===== src/rtl/debug_autobaud.sv =====
// Debug UART auto-baud detector: times a host 0x55 sync character on rx and
// loads the matching 7-bit preload into the debug baud generator.
module debug_autobaud #(
  parameter int unsigned CNT_W    = 16,
  parameter int unsigned IDLE_CYC = 1024
) (
  input  logic       clk,
  input  logic       rst,
  input  logic       en,
  input  logic       rx,
  output logic       baud_set,
  output logic [6:0] baud_div,
  output logic       locked,
  output logic       busy,
  output logic       err
);

  localparam int unsigned IDLE_W = $clog2(IDLE_CYC + 1);
  localparam int unsigned EXT_W  = CNT_W + 1;
  localparam logic [CNT_W-1:0] CNT_MAX = '1;

  typedef enum logic [2:0] {
    S_IDLE, S_ARM, S_WAIT_START, S_MEASURE, S_STOP, S_CALC
  } state_t;

  state_t             state_q, state_d;
  logic               sync1_q, sync1_d, sync2_q, sync2_d, rx_q, rx_d;
  logic [IDLE_W-1:0]  idle_cnt_q, idle_cnt_d;
  logic [CNT_W-1:0]   tot_q, tot_d, int_q, int_d, d1_q, d1_d;
  logic [EXT_W-1:0]   n_q, n_d;
  logic [3:0]         edge_idx_q, edge_idx_d;
  logic               baud_set_q, baud_set_d, locked_q, locked_d;
  logic               busy_q, busy_d, err_q, err_d;
  logic [6:0]         baud_div_q, baud_div_d;

  logic               edge_c, fall_c, tol_bad_c, q_bad_c, abort_c;
  logic [EXT_W-1:0]   d_cur_c, d1_ext_c, diff_c, q_c;

  // Interval measured at the current edge, and its deviation from the reference.
  always_comb begin
    edge_c    = sync2_q ^ rx_q;
    fall_c    = rx_q & ~sync2_q;
    d_cur_c   = EXT_W'(int_q) + EXT_W'(1);
    d1_ext_c  = EXT_W'(d1_q);
    diff_c    = (d_cur_c >= d1_ext_c) ? (d_cur_c - d1_ext_c) : (d1_ext_c - d_cur_c);
    tol_bad_c = diff_c > EXT_W'(d1_q >> 2);
    q_c       = (n_q + EXT_W'(128)) >> 8;
    q_bad_c   = (q_c == '0) || (q_c > EXT_W'(128));
  end

  always_comb begin
    state_d    = state_q;
    sync1_d    = rx;
    sync2_d    = sync1_q;
    rx_d       = sync2_q;
    idle_cnt_d = idle_cnt_q;
    tot_d      = tot_q;
    int_d      = int_q;
    d1_d       = d1_q;
    n_d        = n_q;
    edge_idx_d = edge_idx_q;
    baud_div_d = baud_div_q;
    locked_d   = locked_q;
    baud_set_d = 1'b0;
    err_d      = 1'b0;
    abort_c    = 1'b0;

    case (state_q)
      S_IDLE: begin
        idle_cnt_d = '0;
        if (en) state_d = S_ARM;
      end
      S_ARM: begin
        if (!sync2_q) idle_cnt_d = '0;
        else if (idle_cnt_q == IDLE_W'(IDLE_CYC - 1)) state_d = S_WAIT_START;
        else idle_cnt_d = idle_cnt_q + IDLE_W'(1);
      end
      S_WAIT_START: begin
        if (fall_c) begin
          state_d    = S_MEASURE;
          tot_d      = '0;
          int_d      = '0;
          edge_idx_d = 4'd1;
        end
      end
      S_MEASURE: begin
        tot_d = tot_q + CNT_W'(1);
        int_d = int_q + CNT_W'(1);
        if (tot_q == CNT_MAX) begin
          abort_c = 1'b1;
        end else if (edge_c) begin
          int_d = '0;
          if (edge_idx_q == 4'd1) d1_d = CNT_W'(d_cur_c);
          else if (tol_bad_c) abort_c = 1'b1;
          if (!abort_c) begin
            edge_idx_d = edge_idx_q + 4'd1;
            if (edge_idx_q == 4'd8) begin
              n_d     = EXT_W'(tot_q) + EXT_W'(1);
              state_d = S_STOP;
            end
          end
        end
      end
      S_STOP: begin
        int_d = int_q + CNT_W'(1);
        if (edge_c) begin
          if (tol_bad_c) abort_c = 1'b1;
          else state_d = S_CALC;
        end else if (d_cur_c > (d1_ext_c << 1)) begin
          abort_c = 1'b1;
        end
      end
      S_CALC: begin
        if (q_bad_c) begin
          abort_c = 1'b1;
        end else begin
          baud_div_d = 7'(q_c - EXT_W'(1));
          baud_set_d = 1'b1;
          locked_d   = 1'b1;
          state_d    = S_IDLE;
        end
      end
      default: state_d = S_IDLE;
    endcase

    if (abort_c) begin
      err_d      = 1'b1;
      idle_cnt_d = '0;
      state_d    = en ? S_ARM : S_IDLE;
    end

    // Disable overrides any completion or abort in the same cycle.
    if (!en) begin
      state_d    = S_IDLE;
      locked_d   = 1'b0;
      baud_set_d = 1'b0;
      err_d      = 1'b0;
      baud_div_d = baud_div_q;
    end

    busy_d = (state_d == S_MEASURE) || (state_d == S_STOP) || (state_d == S_CALC);
  end

  always_ff @(posedge clk) begin
    if (rst) begin
      state_q    <= S_IDLE;
      sync1_q    <= 1'b1;
      sync2_q    <= 1'b1;
      rx_q       <= 1'b1;
      idle_cnt_q <= '0;
      tot_q      <= '0;
      int_q      <= '0;
      d1_q       <= '0;
      n_q        <= '0;
      edge_idx_q <= '0;
      baud_set_q <= 1'b0;
      baud_div_q <= 7'h0C;
      locked_q   <= 1'b0;
      busy_q     <= 1'b0;
      err_q      <= 1'b0;
    end else begin
      state_q    <= state_d;
      sync1_q    <= sync1_d;
      sync2_q    <= sync2_d;
      rx_q       <= rx_d;
      idle_cnt_q <= idle_cnt_d;
      tot_q      <= tot_d;
      int_q      <= int_d;
      d1_q       <= d1_d;
      n_q        <= n_d;
      edge_idx_q <= edge_idx_d;
      baud_set_q <= baud_set_d;
      baud_div_q <= baud_div_d;
      locked_q   <= locked_d;
      busy_q     <= busy_d;
      err_q      <= err_d;
    end
  end

  assign baud_set = baud_set_q;
  assign baud_div = baud_div_q;
  assign locked   = locked_q;
  assign busy     = busy_q;
  assign err      = err_q;

endmodule


===== config.mk =====
export PLATFORM = sky130hd
export DESIGN_NAME = debug_autobaud
export DESIGN_NICKNAME = d
export VERILOG_FILES = /design/src/rtl/debug_autobaud.sv
export SDC_FILE = /design/constraint.sdc
export NUM_CORES = 1
export LEC_CHECK = 0
export BUFFER_PORTS_ARGS = -buffer_cell sky130_fd_sc_hd__buf_2
export CAP_MARGIN = 20
export CORE_MARGIN = 10
export CORE_UTILIZATION = 30
export DETAILED_ROUTE_END_ITERATION = 6
export SYNTH_ARGS = -nofsm -noshare
export SYNTH_HDL_FRONTEND = slang
export SYNTH_SLANG_ARGS = --single-unit
export TNS_END_PERCENT = 1

===== constraint.sdc =====
create_clock -name clk -period 11.6 [get_ports clk]
set_input_delay 0 -clock clk [delete_from_list [all_inputs] [get_ports clk]]
set_output_delay 0 -clock clk [all_outputs]
set_load 0.01 [all_outputs]

==> run summary, run 1 <==
SYNTH
-----------------------------------------------------------------------------------------
Top cells by count, synth                                                    nor2_1 (121), dfxtp_1 (90), ha_1 (71)
Count of distinct cell types in the synthesized netlist                                67
Gate Count Post-Synth                                                                 864
Syn_nets                                                                              941
Number of enable flip-flop cells after synthesis                                        0
Share of the yosys chip area belonging to registers                                26.61%
Count of yosys warnings during synthesis                                                0
Largest area contributor in the synthesized netlist                               dfxtp_1
Share of the synthesized area in the top cell type                                 26.61%
Mean area per synthesized cell                                                  7.836 µm²
Most numerous cell in the Yosys netlist                                            nor2_1
Leading register cell type out of synthesis                                       dfxtp_1
Post-Syn Area                                                                    6770 µm²
#FFs+latches synth                                                                     90
Proportion of register bits with asynchronous set or reset after synthesis             0%
Top cells by area in the synthesized netlist                                 dfxtp_1 (27%), ha_1 (13%), nor2_1 (6.7%)

FLOORPLANNING
-----------------------------------------------------------------------------------------
DIE AREA                                                                       28,980 µm²
Die Ht                                                                           170.2 µm
Placement row count                                                                    54
Starting Density                                                                   30.74%
Die width                                                                        170.2 µm
Standard cell core area                                                        22,030 µm²
Number of primary I/O pins                                                             15

ROUTE
-----------------------------------------------------------------------------------------
Post-detailed-route wirelength per cell                                          14.74 µm
Vias                                                                                6,043
DRC                                                                                     0
Number of DRC markers in iteration 0                                                  421
DRT Pass-1 Iters                                                                        5
Post-DRT Antenna Nets                                                                   0
Sum of routed wire length over all layers                                       16,810 µm
Average via count per standard cell                                                 5.301

MIN PATH
-----------------------------------------------------------------------------------------
Path class of the lowest-slack min-delay path                                      in2reg
Number of cells traversed by the worst hold path                                        3

STA
-----------------------------------------------------------------------------------------
Slew at the pin closest to its max-slew limit                                    908.3 ps
Final count of hold timing violations                                                   0
Number of setup violations in the final report                                          0
Headroom to the max-slew limit                                                     39.22%
RSZ-0062 raised after global routing                                                   no
Number of max-slew violations in the final report                                       0
Final critical delay including setup and external delays                          7386 ps
Maximum clock skew at final layout                                               8.984 ps
Final sum of negative setup slack                                                    0 ps
Highest clock rate                                                              135.4 MHz
Ratio of final minimum period to clock period                                      63.67%

CLOCK TREE
-----------------------------------------------------------------------------------------
Count of H-tree levels built during CTS                                                 3
Library cell used as clock root buffer                                          clkbuf_16
Worst-skew pair later-pin latency                                                  350 ps
CTS tree                                                                            built
Count of cells resized by post-cts repair                                               0
Number of sinks handled by clock tree synthesis                                        90
Register clock-pin slew on the reported worst setup and hold paths                  60 ps
Maximum root-to-sink buffer count                                                       2
Number of buffers added by the clock tree synthesis step                                9

GLOBAL ROUTING
-----------------------------------------------------------------------------------------
Met2 track demand over resource                                                    18.31%
Met3 Usage GRT                                                                     1.758%
First-pass GRT wire length                                                      28,030 µm
Antenna violations before repair                                                        0
Most Used Layer, Global Route                                                        met2
Leftover overflow at the end of global routing                                          0
Pin count of the biggest net entering global routing                                   77
Via count of the first global-routing pass                                          5,632
Overall global routing resource usage                                              11.76%
Met1 demand-to-capacity share in global routing                                    15.43%

WORST SETUP PATH
-----------------------------------------------------------------------------------------
Startpoint Class                                                                flip-flop
Worst path required time                                                        11,820 ps
Path depth of the worst reg2reg path                                                   27
Kind of capture point of the worst setup path                                   flip-flop
Largest fanout on the critical path                                                    24
Worst Path Class, Setup                                                           reg2reg
Worst-path cell with the longest stage delay                                      a31oi_4
Max stage delay on crit path                                                       630 ps
CP Data Arrival Time                                                              7600 ps

PLACE
-----------------------------------------------------------------------------------------
Placed instance area                                                             7036 µm²
Placed wire-length estimate                                                     12,810 µm
Final RePlAce weighted congestion                                                  0.9215
Number of I/O port buffers                                                             14

POWER AND IR DROP
-----------------------------------------------------------------------------------------
Leakage power summed over all cells                                              3.078 nW
Power per Cell Area                                                          84.40 nW/µm²
VDD IR-drop max                                                                0.06552 mV

LAYOUT
-----------------------------------------------------------------------------------------
Filler instances                                                                    2,350
Post-route design area                                                           7360 µm²
Layout area overhead                                                               8.705%
Antenna fix cells                                                                       0
Layout cell share with drive strength beyond 1                                     7.209%
Final-stage net count                                                                 932

JOB
-----------------------------------------------------------------------------------------
Max-Cap Viols                                                                           0

OUTCOME
-----------------------------------------------------------------------------------------
Result of the run                                                            finished clean

## worst max-delay path, delay by kind of cell (launching register included)
family	cells	cell delay (ps)
buffers and inverters	1	140
DFF	1	480
and+or+nand+nor	10	2100
muxes	1	430
AOI/OAI and AO/OA	10	2690
adders and majority gates	3	1080
xor gates and xnor gates	2	320
## report_power, final
part / internal, W / switching, W
registers: 0.000310 / 0.00000112
logic: 0.00000332 / 0.00000845
clock network: 0.000173 / 0.000126
## registers in the layout, summed over array words and instances, names as in the netlist
| signal | count |
|---|---|
| baud_set | 1 |
| rx_q | 1 |
| sync1_q | 1 |
| rx_d | 1 |
| d1_q | 16 |
| n_q | 10 |
| state_q | 3 |
| edge_idx_q | 4 |
| tot_q | 16 |
| baud_div | 7 |
| err | 1 |
| busy | 1 |
| idle_cnt_q | 11 |
| locked | 1 |
| int_q | 16 |
## cell type report
type,count,area [µm²],share of cell area [%]
clock buffer,10,239.0,3.247
clock inverter,6,65.06,0.8841
inverter,41,153.9,2.091
multi-input combinational,692,4618,62.75
sequential,90,1802,24.48
tap,280,350.3,4.760
timing repair buffer,21,131.4,1.785
## cells in the final DEF, fill, tap and decap left out, types with 3 or more instances in the layout
cell and n:
or2_2 8, a211oi_1 24, dfxtp_1 90, xor2_1 25
inv_1 41, nand3b_1 5, a21oi_1 69, nor2_1 120
mux2_2 3, or3_1 5, o31ai_1 5, nand4_1 19
ha_1 71, xnor2_1 25, nor3b_1 8, nand3_1 28
nand2_1 62, o211ai_1 3, and3_1 17, o21a_1 4
a211o_1 3, o21ai_1 3, a21o_1 16, buf_2 14
clkbuf_16 9, a31oi_1 8, and4_1 6, nor2b_1 6
nor3_1 15, and2_1 3, buf_4 4, a311oi_1 3
o21ai_0 47, a22oi_1 17, nand2b_1 3, nor4_1 5
mux2i_1 19
## metal layers
metal,part of all wire (%),vias up,wire [µm]
met5,0,-,0
met4,3.5,0,594
met3,3.3,34,548
met2,45,114,7510
met1,49,2813,8156
li1,-,3082,-
## cells by family (layout without fill, tap and decap cells)
kind of cell / Yosys count / after routing / share of synthesized area (%)
buffers and inverters: 82 / 78 / 5.212
adder cells (fa/ha/maj): 73 / 73 / 13.71
AND/OR/NAND/NOR: 324 / 324 / 23.45
flip-flops: 90 / 90 / 26.61
AO/OA/AOI/OAI: 223 / 223 / 21.24
multiplexers: 22 / 22 / 3.308
XOR/XNOR: 50 / 50 / 6.468
## final timing paths
path,startpoint,end,slack [ps]
setup reg to reg,int_q[0],idle_cnt_q[8],4210
setup / recovery,int_q[0],idle_cnt_q[8],4210
hold reg to reg,sync1_q,rx_d,410
hold / removal,rst,int_q[12],300
## metrics by stage
stage / hold slack, ps / utilization, % / total power, W / instances / setup WS (ps)
floorplan: 103.8 / - / 0.0003257 / 864 / 5382
global placement: 184.2 / 31.89 / 0.0003292 / 1121 / 4508
detailed placement: 185.7 / 31.94 / 0.0003293 / 1122 / 4300
CTS: 1.962 / 33.37 / 0.0006315 / 1139 / 4275
global route: 365.4 / 33.41 / 0.0006435 / 1140 / 3690
finish: 304.2 / 33.41 / 0.0006212 / 1140 / 4214
## timing repair
item | 4_1_cts | 5_1_grt
setup buffers | 0 | 0
endpoints found under the setup margin | 0 | 0
endpoints found under the hold margin | 1 | 1
hold buffers | 1 | 1
No activity file was read; power rests on OpenSTA's default activity.
==> run 2, diff against run 1 <==
--- a/config.mk
+++ b/config.mk
@@ -5,6 +5,7 @@
 export SDC_FILE = /design/constraint.sdc
 export NUM_CORES = 1
 export LEC_CHECK = 0
+export ABC_AREA = 1
 export BUFFER_PORTS_ARGS = -buffer_cell sky130_fd_sc_hd__buf_2
 export CAP_MARGIN = 20
 export CORE_MARGIN = 10
==> constraint.sdc (replaced) <==
create_clock -name clk -period 7.36 [get_ports clk]
set_input_delay 0 -clock clk [delete_from_list [all_inputs] [get_ports clk]]
set_output_delay 0 -clock clk [all_outputs]
set_load 0.01 [all_outputs]
==> run summary, run 2 <==
OUTCOME
-----------------------------------------------------------------------------------------
Result of the run                                                            finished clean

ROUTE
-----------------------------------------------------------------------------------------
DRC                                                                                     0
Detailed route wirelength on metal2                                               8299 µm
Vias                                                                                6,675
Post-DRT Antenna Nets                                                                   0
Routed length on met3                                                              567 µm
Number of DRC markers in iteration 0                                                  360
DRT Pass-1 Iters                                                                        5
Sum of routed wire length over all layers                                       17,700 µm
Average via count per standard cell                                                 4.635
M1 WL                                                                             8617 µm
Top Metal Used                                                                       met4
Post-detailed-route wirelength per cell                                          12.29 µm

SYNTH
-----------------------------------------------------------------------------------------
Top cells by count, synth                                                    nand2_1 (291), inv_1 (166), a21oi_1 (105)
Count of distinct cell types in the synthesized netlist                                50
Top cells by area in the synthesized netlist                                 dfxtp_1 (25%), nand2_1 (15%), ha_1 (12%)
Largest area contributor in the synthesized netlist                               dfxtp_1
Leading register cell type out of synthesis                                       dfxtp_1
#FFs+latches synth                                                                     90
Share of the yosys chip area belonging to registers                                24.59%
Most numerous cell in the Yosys netlist                                           nand2_1
Mean area per synthesized cell                                                  6.644 µm²
Proportion of register bits with asynchronous set or reset after synthesis             0%
Count of yosys warnings during synthesis                                                0
Number of enable flip-flop cells after synthesis                                        0
Share of the synthesized area in the top cell type                                 24.59%
Gate Count Post-Synth                                                               1,103
Syn_nets                                                                            1,180
Post-Syn Area                                                                    7328 µm²

STA
-----------------------------------------------------------------------------------------
Maximum clock skew at final layout                                               14.57 ps
Final hold slack                                                                 198.0 ps
RSZ-0062 raised after global routing                                                   no
Number of setup violations in the final report                                          0
Final sum of negative setup slack                                                    0 ps
Ratio of final minimum period to clock period                                      76.90%
Final count of hold timing violations                                                   0
Headroom to the max-slew limit                                                     33.28%
Slew at the pin closest to its max-slew limit                                    997.1 ps
Highest clock rate                                                              176.7 MHz
Final critical delay including setup and external delays                          5660 ps
Number of max-slew violations in the final report                                       0

WORST SETUP PATH
-----------------------------------------------------------------------------------------
Worst Path Class, Setup                                                           reg2reg
Worst path buffer plus inverter count                                                   4
Worst-path cell with the longest stage delay                                         ha_1
Path depth of the worst reg2reg path                                                   34
Flop-to-flop setup slack                                                          1700 ps
Kind of capture point of the worst setup path                                   flip-flop
Worst path required time                                                          7630 ps
Instance count on the critical path                                                    34
Dominant delay contributor by cell family on the critical path               simple AND/OR/NAND/NOR gates
Startpoint Class                                                                flip-flop
Most repeated library cell on the critical path                                   nand2_1
Largest fanout on the critical path                                                    26
CP Data Arrival Time                                                              5930 ps
Max stage delay on crit path                                                       460 ps

LAYOUT
-----------------------------------------------------------------------------------------
Final Non-Filler Cells                                                              1,440
Antenna fix cells                                                                       0
Layout cell share with drive strength beyond 1                                     10.84%
Filler instances                                                                    2,600
Leading cell type in the layout, fill and taps excluded                           nand2_1
Registers with the highest flip-flop counts                                  d1_q (16), int_q (16), tot_q (16)
Post-route design area                                                           8068 µm²
Post-layout util                                                                   33.37%
Final-stage net count                                                               1,188
Layout area overhead                                                               10.09%
Most frequent cells in the layout                                            nand2_1 (291), inv_1 (166), a21oi_1 (105), dfxtp_1 (90), ha_1 (71)

PLACE
-----------------------------------------------------------------------------------------
Number of I/O port buffers                                                             14
Final RePlAce weighted congestion                                                  0.8644
Placed wire-length estimate                                                     14,190 µm
Placed instance area                                                             7721 µm²
Cell count after placement                                                          1,422

CLOCK TREE
-----------------------------------------------------------------------------------------
Number of sinks handled by clock tree synthesis                                        90
Maximum root-to-sink buffer count                                                       2
Post-CTS setup buffer count                                                             0
Library cell used as clock root buffer                                          clkbuf_16
Worst-skew pair later-pin latency                                                  340 ps
Register clock-pin slew on the reported worst setup and hold paths                  70 ps
Number of buffers added by the clock tree synthesis step                                9
CTS tree                                                                            built
Count of H-tree levels built during CTS                                                 3

FLOORPLANNING
-----------------------------------------------------------------------------------------
Die width                                                                        176.3 µm
Standard cell core area                                                        24,180 µm²
DIE AREA                                                                       31,080 µm²
Die Ht                                                                           176.3 µm
Placement row count                                                                    57
Starting Density                                                                   30.31%
Number of primary I/O pins                                                             15

GLOBAL ROUTING
-----------------------------------------------------------------------------------------
Via count of the first global-routing pass                                          6,463
First-pass GRT wire length                                                      30,960 µm
Leftover overflow at the end of global routing                                          0
Pin count of the biggest net entering global routing                                   40
Overall global routing resource usage                                              11.74%
Antenna violations before repair                                                        0

POWER AND IR DROP
-----------------------------------------------------------------------------------------
Leakage power summed over all cells                                              3.796 nW
VDD IR-drop max                                                                 0.1303 mV
Power per Cell Area                                                          125.6 nW/µm²

MIN PATH
-----------------------------------------------------------------------------------------
Number of cells traversed by the worst hold path                                        4
Path class of the lowest-slack min-delay path                                      in2reg

JOB
-----------------------------------------------------------------------------------------
Max-Cap Viols                                                                           0

run 2: per-layer routing:
| metal | GRT usage, % | vias up |
|---|---|---|
| met5 | 0 | - |
| li1 | - | 3531 |
| met4 | 2.897 | 0 |
| met1 | 15.28 | 3020 |
| met3 | 1.410 | 12 |
| met2 | 20.13 | 112 |
run 2: power breakdown:
group | switching, W | internal, W
combinational | 0.0000140 | 0.00000564
clock | 0.000203 | 0.000302
sequential | 0.000000830 | 0.000488
run 2: what timing repair did:
item | in CTS | in global routing
resized for setup | 0 | 0
hold buffers | 2 | 0
hold endpoints to repair | 2 | 0
run 2: worst min-delay path, delay by kind of cell:
| kind | cells | cell delay [ps] |
|---|---|---|
| simple gates | 1 | 110 |
| buf+inv | 3 | 390 |
run 2: area by class of cell:
class / count / area [µm²] / area share [%]
inverters: 181 / 679.4 / 8.421
well taps: 324 / 405.4 / 5.025
clock buffers: 9 / 225.2 / 2.792
multi-input cells: 808 / 4727 / 58.59
clock inverters: 7 / 101.3 / 1.256
flip-flops and latches: 90 / 1802 / 22.33
repair buffers: 21 / 127.6 / 1.582
run 2: cells by family after synthesis:
kind of cell	share of synthesized area, %
multiplexers	0.2732
AND/OR/NAND/NOR	32.53
adder cells (fa/ha/maj)	12.67
XOR/XNOR	5.259
AO/OA/AOI/OAI	13.78
buffers and inverters	10.91
flip-flops	24.59
run 2: metrics by stage:
step | total power [W] | setup slack, ps
after floorplan | 0.0005129 | 2500
after global placement | 0.0005190 | 1887
after detailed placement | 0.0005190 | 1734
after CTS | 0.001031 | 1698
after global routing | 0.001052 | 978.7
final | 0.001014 | 1700
run 2: worst paths after layout:
path         startpoint     end
max            int_q[0]  n_q[8]
min                 rst    rx_q
max reg2reg    int_q[0]  n_q[8]
min reg2reg     sync1_q    rx_d
==> run 3, diff against run 2 <==
==> constraint.sdc (replaced) <==
create_clock -name clk -period 4.6 [get_ports clk]
set_input_delay 0 -clock clk [delete_from_list [all_inputs] [get_ports clk]]
set_output_delay 0 -clock clk [all_outputs]
set_load 0.01 [all_outputs]
==> run summary, run 3 (synthesis results as in run 2) <==
PLACE
---------------------------------------------------------------------------------
Placed wire-length estimate                                             14,940 µm
Number of I/O port buffers                                                     14
Post-place setup slack                                                  -427.7 ps
Final RePlAce weighted congestion                                          0.8846
Cell count after placement                                                  1,519

WORST SETUP PATH
---------------------------------------------------------------------------------
CP Data Arrival Time                                                      5100 ps
Worst Path Class, Setup                                                   reg2reg
Max stage delay on crit path                                               380 ps
Largest fanout on the critical path                                             7
Worst flop-to-flop path startpoint                                       int_q[0]
Worst setup endpoint                                                   state_q[1]
Kind of capture point of the worst setup path                           flip-flop
Worst-path cell with the longest stage delay                              dfxtp_4
Worst path required time                                                  4890 ps
Flop-to-flop setup slack                                                  -210 ps
Endpoint of the worst-slack reg-to-reg timing path                     state_q[1]
Critical path origin                                                     int_q[0]
Path depth of the worst reg2reg path                                           38
Startpoint Class                                                        flip-flop

FLOORPLANNING
---------------------------------------------------------------------------------
Number of primary I/O pins                                                     15
Starting Density                                                           30.31%
DIE AREA                                                               31,080 µm²
Die Ht                                                                   176.3 µm
Standard cell core area                                                24,180 µm²
Placement row count                                                            57
Die width                                                                176.3 µm

OUTCOME
---------------------------------------------------------------------------------
Result of the run                                                    complete, but fails checks
Violations in the final reports                                      negative setup slack

ROUTE
---------------------------------------------------------------------------------
Post-DRT Antenna Nets                                                           0
Number of DRC markers in iteration 0                                          427
DRC                                                                             0
Routed length on met3                                                      512 µm
Post-detailed-route wirelength per cell                                  12.46 µm
Vias                                                                        7,221
Sum of routed wire length over all layers                               19,440 µm
DRT Pass-1 Iters                                                                5
Detailed route wirelength on metal2                                       9162 µm
M1 WL                                                                     9391 µm
Average via count per standard cell                                         4.626
Top Metal Used                                                               met4

STA
---------------------------------------------------------------------------------
Final count of hold timing violations                                           0
Number of setup violations in the final report                                 30
Ratio of final minimum period to clock period                              104.6%
Maximum clock skew at final layout                                       11.80 ps
Number of max-slew violations in the final report                               0
Headroom to the max-slew limit                                             30.02%
Highest clock rate                                                      207.8 MHz
RSZ-0062 raised after global routing                                          yes
Final critical delay including setup and external delays                  4813 ps
Slew at the pin closest to its max-slew limit                             1046 ps
Post-route setup slack                                                  -213.2 ps

LAYOUT
---------------------------------------------------------------------------------
Most frequent cells in the layout                                    nand2_1 (278), inv_1 (157), buf_4 (120), a21oi_1 (100), dfxtp_1 (87)
Leading cell type in the layout, fill and taps excluded                   nand2_1
Antenna fix cells                                                               0
Area of combinational cells with multiple inputs                         5285 µm²
Sequential cell area                                                     1810 µm²
Registers with the highest flip-flop counts                          d1_q (16), int_q (16), tot_q (16)
Filler instances                                                            2,476
Final-stage net count                                                       1,310
Layout cell share with drive strength beyond 1                             25.79%
Layout area overhead                                                       30.24%
Final Non-Filler Cells                                                      1,561

POWER AND IR DROP
---------------------------------------------------------------------------------
Final Total Pwr                                                        0.001569 W
Internal power consumption                                             0.001214 W
Leakage power summed over all cells                                      4.482 nW
Part of the total power dissipated in sequential elements                   49.7%
Power per Cell Area                                                  164.4 nW/µm²
VDD IR-drop max                                                         0.1404 mV
Net switching component of the power                                  0.0003550 W
Net switching share of the total power                                     22.62%
Combinational share of power                                                 2.0%
Part of the total power dissipated in the clock network                     48.2%

MIN PATH
---------------------------------------------------------------------------------
Path class of the lowest-slack min-delay path                              in2reg

CLOCK TREE
---------------------------------------------------------------------------------
Worst-skew pair later-pin latency                                          340 ps
Library cell used as clock root buffer                                  clkbuf_16
Number of sinks handled by clock tree synthesis                                90
Number of buffers added by the clock tree synthesis step                        9
Count of H-tree levels built during CTS                                         3
Maximum root-to-sink buffer count                                               2
Register clock-pin slew on the reported worst setup and hold paths          70 ps
CTS tree                                                                    built

GLOBAL ROUTING
---------------------------------------------------------------------------------
Pin count of the biggest net entering global routing                           41
First-pass GRT wire length                                              32,070 µm
Leftover overflow at the end of global routing                                  0
Via count of the first global-routing pass                                  6,899
Overall global routing resource usage                                      12.23%
Antenna violations before repair                                                0

JOB
---------------------------------------------------------------------------------
Max-Cap Viols                                                                   0

run 3: stage by stage:
stage	TNS (ps)	util, %	hold WS, ps	area, µm²
5_1_grt	-11900	39.48	287.5	9544
2_1_floorplan	-1231	-	103.8	7347
4_1_cts	-2907	38.03	238.7	9194
3_3_place_gp	-7710	35.00	185.7	8463
6_report	-3113	39.48	232.6	9544
3_5_place_dp	-10600	35.00	190.3	8463
run 3: worst min-delay path by stage:
stage	start	end	slack [ps]	depth (start not counted)
finish	rst	baud_div[6]	230	2
global route	rst	tot_q[0]	290	2
CTS	rst	baud_div[6]	240	2
detailed placement	rx	sync1_q	190	2
global placement	rx	sync1_q	190	2
floorplan	rx	sync1_q	100	1
run 3: layer usage:
| layer | global-route usage [%] | vias to the layer above |
|---|---|---|
| met1 | 16.01 | 3336 |
| li1 | - | 3773 |
| met2 | 20.61 | 88 |
| met4 | 3.674 | 0 |
| met5 | 0 | - |
| met3 | 1.410 | 24 |
run 3: power groups by stage:
stage / Combinational, W / Clock [W] / Sequential (W)
after floorplan: 0.0000211 / 0 / 0.000799
after global placement: 0.0000283 / 0 / 0.000800
after detailed placement: 0.0000287 / 0 / 0.000800
after CTS: 0.0000308 / 0.000783 / 0.000780
after global routing: 0.0000362 / 0.000805 / 0.000780
final: 0.0000321 / 0.000757 / 0.000780
run 3: what timing repair did:
item | CTS | global route
pin swaps | 37 | 43
gates resized for setup | 62 | 49
setup endpoints to repair | 30 | 30
hold buffers | 2 | 0
cloned | 2 | 0
hold endpoints to repair | 3 | 0
setup buffers | 11 | 11
run 3: cell type report:
| cell class | instances | area share, % |
|---|---|---|
| flip-flops and latches | 90 | 18.97 |
| multi-input cells | 810 | 55.37 |
| repair buffers | 141 | 11.10 |
| clock buffers | 9 | 2.360 |
| clock inverters | 6 | 0.8259 |
| well taps | 324 | 4.248 |
| inverters | 181 | 7.119 |
run 3: critical path: cells and delay by family, from the launching register on:
family | cells | cell delay, ps
AO/OA/AOI/OAI | 3 | 460
XOR/XNOR | 2 | 380
adder cells (fa/ha/maj) | 3 | 680
buffers and inverters | 6 | 640
flip-flops | 1 | 380
AND/OR/NAND/NOR | 24 | 2210
